### src/rtl/axi_lite_arbiter.sv
// N-master to 1-slave AXI4-Lite arbiter with independent round-robin read and write channels.
// Each channel holds its grant from address acceptance until the response handshake.
module axi_lite_arbiter #(
  parameter int NUM_MASTERS = 2,
  parameter int ADDR_W      = 32,
  parameter int DATA_W      = 32
) (
  input  logic                            clk,
  input  logic                            rst,
  input  logic [NUM_MASTERS*ADDR_W-1:0]   m_araddr,
  input  logic [NUM_MASTERS-1:0]          m_arvalid,
  output logic [NUM_MASTERS-1:0]          m_arready,
  output logic [NUM_MASTERS*DATA_W-1:0]   m_rdata,
  output logic [NUM_MASTERS*2-1:0]        m_rresp,
  output logic [NUM_MASTERS-1:0]          m_rvalid,
  input  logic [NUM_MASTERS-1:0]          m_rready,
  input  logic [NUM_MASTERS*ADDR_W-1:0]   m_awaddr,
  input  logic [NUM_MASTERS-1:0]          m_awvalid,
  output logic [NUM_MASTERS-1:0]          m_awready,
  input  logic [NUM_MASTERS*DATA_W-1:0]   m_wdata,
  input  logic [NUM_MASTERS*DATA_W/8-1:0] m_wstrb,
  input  logic [NUM_MASTERS-1:0]          m_wvalid,
  output logic [NUM_MASTERS-1:0]          m_wready,
  output logic [NUM_MASTERS*2-1:0]        m_bresp,
  output logic [NUM_MASTERS-1:0]          m_bvalid,
  input  logic [NUM_MASTERS-1:0]          m_bready,
  output logic [ADDR_W-1:0]               s_araddr,
  output logic                            s_arvalid,
  input  logic                            s_arready,
  input  logic [DATA_W-1:0]               s_rdata,
  input  logic [1:0]                      s_rresp,
  input  logic                            s_rvalid,
  output logic                            s_rready,
  output logic [ADDR_W-1:0]               s_awaddr,
  output logic                            s_awvalid,
  input  logic                            s_awready,
  output logic [DATA_W-1:0]               s_wdata,
  output logic [DATA_W/8-1:0]             s_wstrb,
  output logic                            s_wvalid,
  input  logic                            s_wready,
  input  logic [1:0]                      s_bresp,
  input  logic                            s_bvalid,
  output logic                            s_bready
);
  localparam int STRB_W = DATA_W/8;
  localparam int IDX_W  = (NUM_MASTERS > 1) ? $clog2(NUM_MASTERS) : 1;

  typedef enum logic [1:0] {R_IDLE, R_ADDR, R_DATA}   rd_state_t;
  typedef enum logic [1:0] {W_IDLE, W_ACTIVE, W_RESP} wr_state_t;

  rd_state_t        rd_state, rd_nxt;
  wr_state_t        wr_state, wr_nxt;
  logic [IDX_W-1:0] rd_gnt, rd_ptr, wr_gnt, wr_ptr;
  logic             aw_done, w_done, aw_hs, w_hs;
  logic [NUM_MASTERS-1:0] wr_req;

  // First requester at or above ptr, wrapping; the just-served master sits last.
  function automatic logic [IDX_W-1:0] rr_pick(input logic [NUM_MASTERS-1:0] req,
                                               input logic [IDX_W-1:0] ptr);
    logic found;
    int   idx;
    rr_pick = ptr;
    found   = 1'b0;
    for (int k = 0; k < NUM_MASTERS; k++) begin
      idx = (int'(ptr) + k) % NUM_MASTERS;
      if (!found && req[idx]) begin
        rr_pick = IDX_W'(idx);
        found   = 1'b1;
      end
    end
  endfunction

  function automatic logic [IDX_W-1:0] ptr_after(input logic [IDX_W-1:0] g);
    ptr_after = (int'(g) == NUM_MASTERS-1) ? '0 : g + 1'b1;
  endfunction

  assign m_rdata = {NUM_MASTERS{s_rdata}};
  assign m_rresp = {NUM_MASTERS{s_rresp}};
  assign m_bresp = {NUM_MASTERS{s_bresp}};
  assign wr_req  = m_awvalid | m_wvalid;

  // Read channel
  always_comb begin
    rd_nxt    = rd_state;
    s_araddr  = '0;
    s_arvalid = 1'b0;
    s_rready  = 1'b0;
    m_arready = '0;
    m_rvalid  = '0;
    case (rd_state)
      R_IDLE: if (|m_arvalid) rd_nxt = R_ADDR;
      R_ADDR: begin
        s_araddr          = m_araddr[int'(rd_gnt)*ADDR_W +: ADDR_W];
        s_arvalid         = m_arvalid[rd_gnt];
        m_arready[rd_gnt] = s_arready;
        if (m_arvalid[rd_gnt] && s_arready) rd_nxt = R_DATA;
      end
      R_DATA: begin
        m_rvalid[rd_gnt] = s_rvalid;
        s_rready         = m_rready[rd_gnt];
        if (s_rvalid && m_rready[rd_gnt]) rd_nxt = R_IDLE;
      end
      default: rd_nxt = R_IDLE;
    endcase
  end

  always_ff @(posedge clk) begin
    if (rst) begin
      rd_state <= R_IDLE;
      rd_gnt   <= '0;
      rd_ptr   <= '0;
    end else begin
      rd_state <= rd_nxt;
      if (rd_state == R_IDLE && |m_arvalid) rd_gnt <= rr_pick(m_arvalid, rd_ptr);
      if (rd_state == R_DATA && rd_nxt == R_IDLE) rd_ptr <= ptr_after(rd_gnt);
    end
  end

  // Write channel: AW and W complete in either order, each forwarded only once
  always_comb begin
    wr_nxt    = wr_state;
    s_awaddr  = '0;
    s_awvalid = 1'b0;
    s_wdata   = '0;
    s_wstrb   = '0;
    s_wvalid  = 1'b0;
    s_bready  = 1'b0;
    m_awready = '0;
    m_wready  = '0;
    m_bvalid  = '0;
    aw_hs     = 1'b0;
    w_hs      = 1'b0;
    case (wr_state)
      W_IDLE: if (|wr_req) wr_nxt = W_ACTIVE;
      W_ACTIVE: begin
        s_awaddr = m_awaddr[int'(wr_gnt)*ADDR_W +: ADDR_W];
        s_wdata  = m_wdata[int'(wr_gnt)*DATA_W +: DATA_W];
        s_wstrb  = m_wstrb[int'(wr_gnt)*STRB_W +: STRB_W];
        if (!aw_done) begin
          s_awvalid         = m_awvalid[wr_gnt];
          m_awready[wr_gnt] = s_awready;
          aw_hs             = m_awvalid[wr_gnt] & s_awready;
        end
        if (!w_done) begin
          s_wvalid         = m_wvalid[wr_gnt];
          m_wready[wr_gnt] = s_wready;
          w_hs             = m_wvalid[wr_gnt] & s_wready;
        end
        if ((aw_done || aw_hs) && (w_done || w_hs)) wr_nxt = W_RESP;
      end
      W_RESP: begin
        m_bvalid[wr_gnt] = s_bvalid;
        s_bready         = m_bready[wr_gnt];
        if (s_bvalid && m_bready[wr_gnt]) wr_nxt = W_IDLE;
      end
      default: wr_nxt = W_IDLE;
    endcase
  end

  always_ff @(posedge clk) begin
    if (rst) begin
      wr_state <= W_IDLE;
      wr_gnt   <= '0;
      wr_ptr   <= '0;
      aw_done  <= 1'b0;
      w_done   <= 1'b0;
    end else begin
      wr_state <= wr_nxt;
      case (wr_state)
        W_IDLE: if (|wr_req) begin
          wr_gnt  <= rr_pick(wr_req, wr_ptr);
          aw_done <= 1'b0;
          w_done  <= 1'b0;
        end
        W_ACTIVE: begin
          if (aw_hs) aw_done <= 1'b1;
          if (w_hs)  w_done  <= 1'b1;
        end
        W_RESP: if (wr_nxt == W_IDLE) wr_ptr <= ptr_after(wr_gnt);
        default: ;
      endcase
    end
  end
endmodule
### config.mk
export PLATFORM = sky130hd
export DESIGN_NAME = axi_lite_arbiter
export DESIGN_NICKNAME = d
export VERILOG_FILES = /design/src/rtl/axi_lite_arbiter.sv
export SDC_FILE = /design/constraint.sdc
export NUM_CORES = 1
export LEC_CHECK = 0
export ABC_AREA = 1
export CAP_MARGIN = 20
export CORE_AREA = 2 2 172 174
export CTS_CLUSTER_SIZE = 28
export DETAILED_ROUTE_END_ITERATION = 12
export DIE_AREA = 0 0 174 176
export SYNTH_ARGS = -nofsm -noshare
export SYNTH_HDL_FRONTEND = slang
export SYNTH_SLANG_ARGS = --single-unit
### constraint.sdc
create_clock -name clk -period 1.8 [get_ports clk]
set_clock_uncertainty 0.1 [all_clocks]
set_input_delay 0.54 -clock clk [delete_from_list [all_inputs] [get_ports clk]]
set_output_delay 0.54 -clock clk [all_outputs]
set_load 0.01 [all_outputs]
* Yosys cells after proc, flatten, opt, wreduce, memory -nomap -nowiden
Cells that the tools add are included.
** Storage, ports and cells
- Register bits after elaboration :: 10
- Input port bits :: 253
- Output and inout port bits :: 187
- Logic and storage cells :: 138
** Operators by class
- Add/subtract/negate cells :: 4
- Magnitude comparators :: 8
- Equal/unequal tests :: 7
- Shift-type cells :: 4
- Multiplexer cells :: 72
- Bitwise operators :: 10
- Reductions and logical operators :: 25
** Operator list (count)
- 64-bit by 7-bit indexed part select with 32-bit output :: 3
- 32-bit 2-to-1 mux :: 3
- 1-bit 2-to-1 mux :: 49
- 2-bit 2-to-1 mux :: 13
- 2-bit one-hot mux with 3 select lines :: 2
- 2-bit bitwise AND :: 5
- 1-bit logical AND :: 10
- 2-bit zero test :: 4
- 1-bit by 2-bit less-than comparator with 1-bit output (second input constant) :: 4
- 8-bit by 4-bit indexed part select with 4-bit output :: 1
- 2-bit by 3-bit less-than comparator with 1-bit output (second input constant) :: 2
- 2-bit != test (second input constant) :: 3
- 3-bit AND reduction :: 2
- 1-bit adder (second input constant) :: 4
- 2-bit by 1-bit equality test with 1-bit output (second input constant) :: 2
- 2-bit equality test (second input constant) :: 2
- 4-bit 2-to-1 mux :: 1
- 1-bit one-hot mux with 2 select lines :: 2
- 2-bit AND reduction :: 2
- 2-bit OR reduction :: 2
- 1-bit bitwise AND :: 2
- 1-bit bitwise AND (first input constant) :: 2
- 1-bit demux with 1-bit select :: 2
- 1-bit greater-or-equal comparator (second input constant) :: 2
- other kinds (4) :: 6

* Depth between registers and ports, before layout
- Word-level depth :: 11
- Gate-level depth with buffers :: 8
- Gate-level depth less buffers :: 8

* Least setup slack after synthesis
Ideal clock, no wire load.
- Path kind :: register to output
- Start point :: register wr_gnt
- End point :: output port s_awaddr[10]
- Arrival :: 1.057 ns
- Required time :: 1.160 ns
- Slack :: 0.103 ns
- Cell stages (with the launch flop) :: 6
- Path buffers :: 2
- Path through :: dfxtp_1 inv_2 buf_4 clkbuf_1 nand2_1 a21oi_1
** Between the ends
- Longest elaborated chain between the ends :: 2
** Ends and longest elaborated chain
- start: declaration :: RTL line 53 : logic [IDX_W-1:0] rd_gnt, rd_ptr, wr_gnt, wr_ptr;
- start signal: assignment :: RTL line 171 : wr_gnt <= rr_pick(wr_req, wr_ptr);
- 64-bit by 7-bit indexed part select with 32-bit output :: RTL line 136 : s_awaddr = m_awaddr[int'(wr_gnt)*ADDR_W +: ADDR_W];
- 32-bit 2-to-1 mux :: RTL line 133 : case (wr_state)
- end: declaration :: RTL line 34 : output logic [ADDR_W-1:0] s_awaddr,
Every way passes these cells.

* Final worst setup path
- Start point :: register wr_gnt
- End point :: output port s_awaddr[11]
The elaborated chain is that of the path after synthesis.

==> metrics.md <==
| Metric | Value |
|---|---|
| Sw frac | 40.33% |
| Initial antenna violation count | 6 |
| # hold bufs at CTS | 0 |
| Synth warn | 0 |
| Critical path arrival | 1.49 ns |
| Netlist cell types | 18 |
| CTS tree | yes |
| Initial Util | 9.432% |
| Drc violations | 0 |
| Via count | 5,049 |
| Largest net degree at the start of global routing | 22 |
| First-pass GRT wire length | 31,060 um |
| Critical path, cell by cell | clkinv_8, bufbuf_16, nand2_1, a21oi_2, clkdlybuf4s15_2 |
| DRT iter0 DRCs | 138 |
| Clk pin slew, worst setup/hold paths | 0.04 ns |
| Final period utilization | 118.2% |
| Max Clk Rate | 0.4699 GHz |
| Combinational share of power | 77.7% |
| Critical path class | reg -> out |
| TritonCTS Buffers | 3 |
| Seq cells post-synth | 10 |
| Router iterations before antenna repair | 4 |
| Post-synthesis cell count | 523 |
| Nets | 1,139 |
| Endpoints failing setup | 115 |
| Place WS | -0.8017 ns |
| Setup ws final | -0.3282 ns |
| Sequential fraction of the synthesis area | 7.435% |
| Cell area after placement | 6275 um^2 |
| Cell count of the worst reg-to-reg path | 11 |
| Status | complete, but fails checks |
| Share of layout cells above drive strength 1 | 55.59% |
| Gr ovfl total | 0 |
| Final RePlAce weighted congestion | 0.8074 |
| Layout Cells excl Fill | 1,270 |
| PD cells | 371.3 nW/um^2 |
| Fin. max-slew vios | 0 |
| Delay of the slowest critical-path stage | 0.46 ns |
| DIE WIDTH | 174 um |
| Total placed cells including tap cells | 1,190 |
| Peak VDD IR | 0.1933 mV |
| Total GRT Usage | 13.31% |
| Core Region | 28,550 um^2 |
| Hold Vio Cnt, Final | 0 |
| Routed WL | 22,970 um |
| Slew @ Worst Pin | 0.3285 ns |
| Rel. slew slack | 78.03% |
| Int Pwr | 1.871 mW |
| Synthesized net count | 776 |
| Area leader, netlist | nand2_1 |
| WHS Path Cells | 2 |
| Clock Latency Late Sink | 0.23 ns |
| Routed wire length per instance | 18.09 um |
| Clk buf depth | 2 |
| Failing checks | negative setup slack |
| Die area | 30,620 um^2 |
| Share of the synthesized area in the top cell type | 32.48% |
| # port buffers | 331 |
| Setup_tns | -23.01 ns |
| CP bufs+invs | 3 |
| H-Tree Depth | 1 |
| # rows | 62 |
| CTS sink cnt | 10 |
| Worst path depth | 5 |
| Clock root cell | clkbuf_16 |
| Vias per inst | 3.976 |
| Seq pwr share | 8.0% |
| Leak | 3.893 nW |
| Worst EP required | 1.16 ns |
| Mapped Area | 2693 um^2 |
| Worst path slowest cell | dfxtp_4 |
| Type of the tightest min-delay check | reg -> reg |
| Dominant cells by area after synthesis | nand2_1, buf_4, a21oi_1, dfxtp_1, a21oi_2 |
| ANT nets after route | 0 |
| Ports | 440 |
| Vias in the first global route | 5,263 |
| Delay-heaviest family, CP | buffers and inverters |
| Max Cap Violations | 0 |
| Post-DP HPWL | 16,150 um |
| Final Instance Area | 8443 um^2 |
| Crit. End Element | primary output |
| RSZ-0062 raised after global routing | true |
| CP max FO | 8 |
| Clock share of power | 14.3% |
| Die H | 176 um |
| Synth-to-layout area growth | 213.6% |
| Sw power | 1.264 mW |
| Final min period | 2.128 ns |
| Synthesized area per cell | 5.148 um^2 |
| Worst Setup Start Kind | register |
## placed cells by master, fill, tap and decap left out, types with 4 or more instances in the layout
master and instances:
nor2_1 12, buf_12 22, a21oi_2 73, nand2_4 42, buf_8 11, nor3_2 5, a21oi_1 7, buf_6 70
inv_2 5, buf_2 71, nand2_1 129, a21oi_4 28, dlymetal6s2s_1 18, clkdlybuf4s50_1 90, clkbuf_16 8, buf_16 9
dlygate4sd2_1 108, buf_4 54, nor3_4 4, nor2_4 5, dfxtp_1 5, nand2_2 60, inv_1 15
## worst register-to-register path, stage by stage, from the launching register on
cell and delay, ns:
dfxtp_4 0.46, buf_12 0.16, buf_8 0.12, buf_6 0.11, nand2_4 0.05, o21ai_4 0.08, buf_4 0.14, buf_4 0.09
inv_1 0.04, nand2_1 0.05, nand2_1 0.05, a21oi_1 0.12
## worst paths after layout
check	from	slack (ns)	end
worst max-delay path	wr_gnt$_SDFFE_PP0P_	-0.33	s_awaddr[11]
worst min-delay path	wr_ptr$_SDFFE_PP0P_	0.37	wr_ptr$_SDFFE_PP0P_
worst min register to register	wr_ptr$_SDFFE_PP0P_	0.37	wr_ptr$_SDFFE_PP0P_
worst max register to register	wr_gnt$_SDFFE_PP0P_	0.16	wr_state[1]$_SDFF_PP0_
## cell type report
cell class	count	area, um^2
flip-flops and latches	10	211.5
fillers	2961	20100
multi-input cells	382	2828
repair inverters	2	20.02
inverters	25	152.6
clock buffers	4	88.84
diodes	1	2.502
well taps	384	480.5
repair buffers	462	4659
## sequential cells by signal, indices dropped and copies added, names as in the netlist
signal    count
rd_state      2
wr_state      2
aw_done       1
rd_gnt        1
rd_ptr        1
w_done        1
wr_gnt        1
wr_ptr        1
## cells in the mapped netlist (all sizes together)
| master | number |
|---|---|
| nand3 | 5 |
| nand2 | 233 |
| a21oi | 108 |
| dfxtp | 10 |
| nand4 | 2 |
| clkbuf | 14 |
| inv | 25 |
| nor3 | 9 |
| nor2 | 19 |
| o2111ai | 1 |
| o21ai | 5 |
| buf | 92 |
## kinds of logic after synthesis
| group | after synthesis | synth area share (%) |
|---|---|---|
| AND/OR/NAND/NOR | 268 | 38.48 |
| buffers and inverters | 131 | 29.97 |
| AO/OA/AOI/OAI | 114 | 24.12 |
| flip-flops | 10 | 7.435 |
## routing by layer
layer	vias up	wire, um	track usage (%)
met4	4	836	4.482
met1	2327	7844	13.01
met3	53	2162	4.307
li1	2313	-	-
met2	352	12100	26.18
met5	-	27	0
## power groups by stage
| stage | sequential [mW] | clock (mW) | combinational (mW) |
|---|---|---|---|
| 2_1_floorplan | 0.246 | 0 | 0.724 |
| 3_3_place_gp | 0.252 | 0 | 1.75 |
| 3_5_place_dp | 0.252 | 0 | 1.74 |
| 4_1_cts | 0.252 | 0.462 | 2.20 |
| 5_1_grt | 0.252 | 0.477 | 2.57 |
| 6_report | 0.251 | 0.447 | 2.44 |
## stage by stage
stage	total power [mW]	utilization (%)	hold slack (ns)
6_report	3.135	29.58	0.3723
2_1_floorplan	0.9703	-	0.3467
3_3_place_gp	2.002	21.98	0.3663
4_1_cts	2.912	27.05	0.3749
5_1_grt	3.301	29.58	0.4109
3_5_place_dp	1.997	21.98	0.3688
## what timing repair did
item,in CTS,in global routing
hold endpoints to repair,0,0
cloned,13,6
pin swaps,150,79
resized for setup,827,185
buffers inserted,52,16
endpoints found under the setup margin,115,118
No activity file was read; power rests on OpenSTA's default activity.
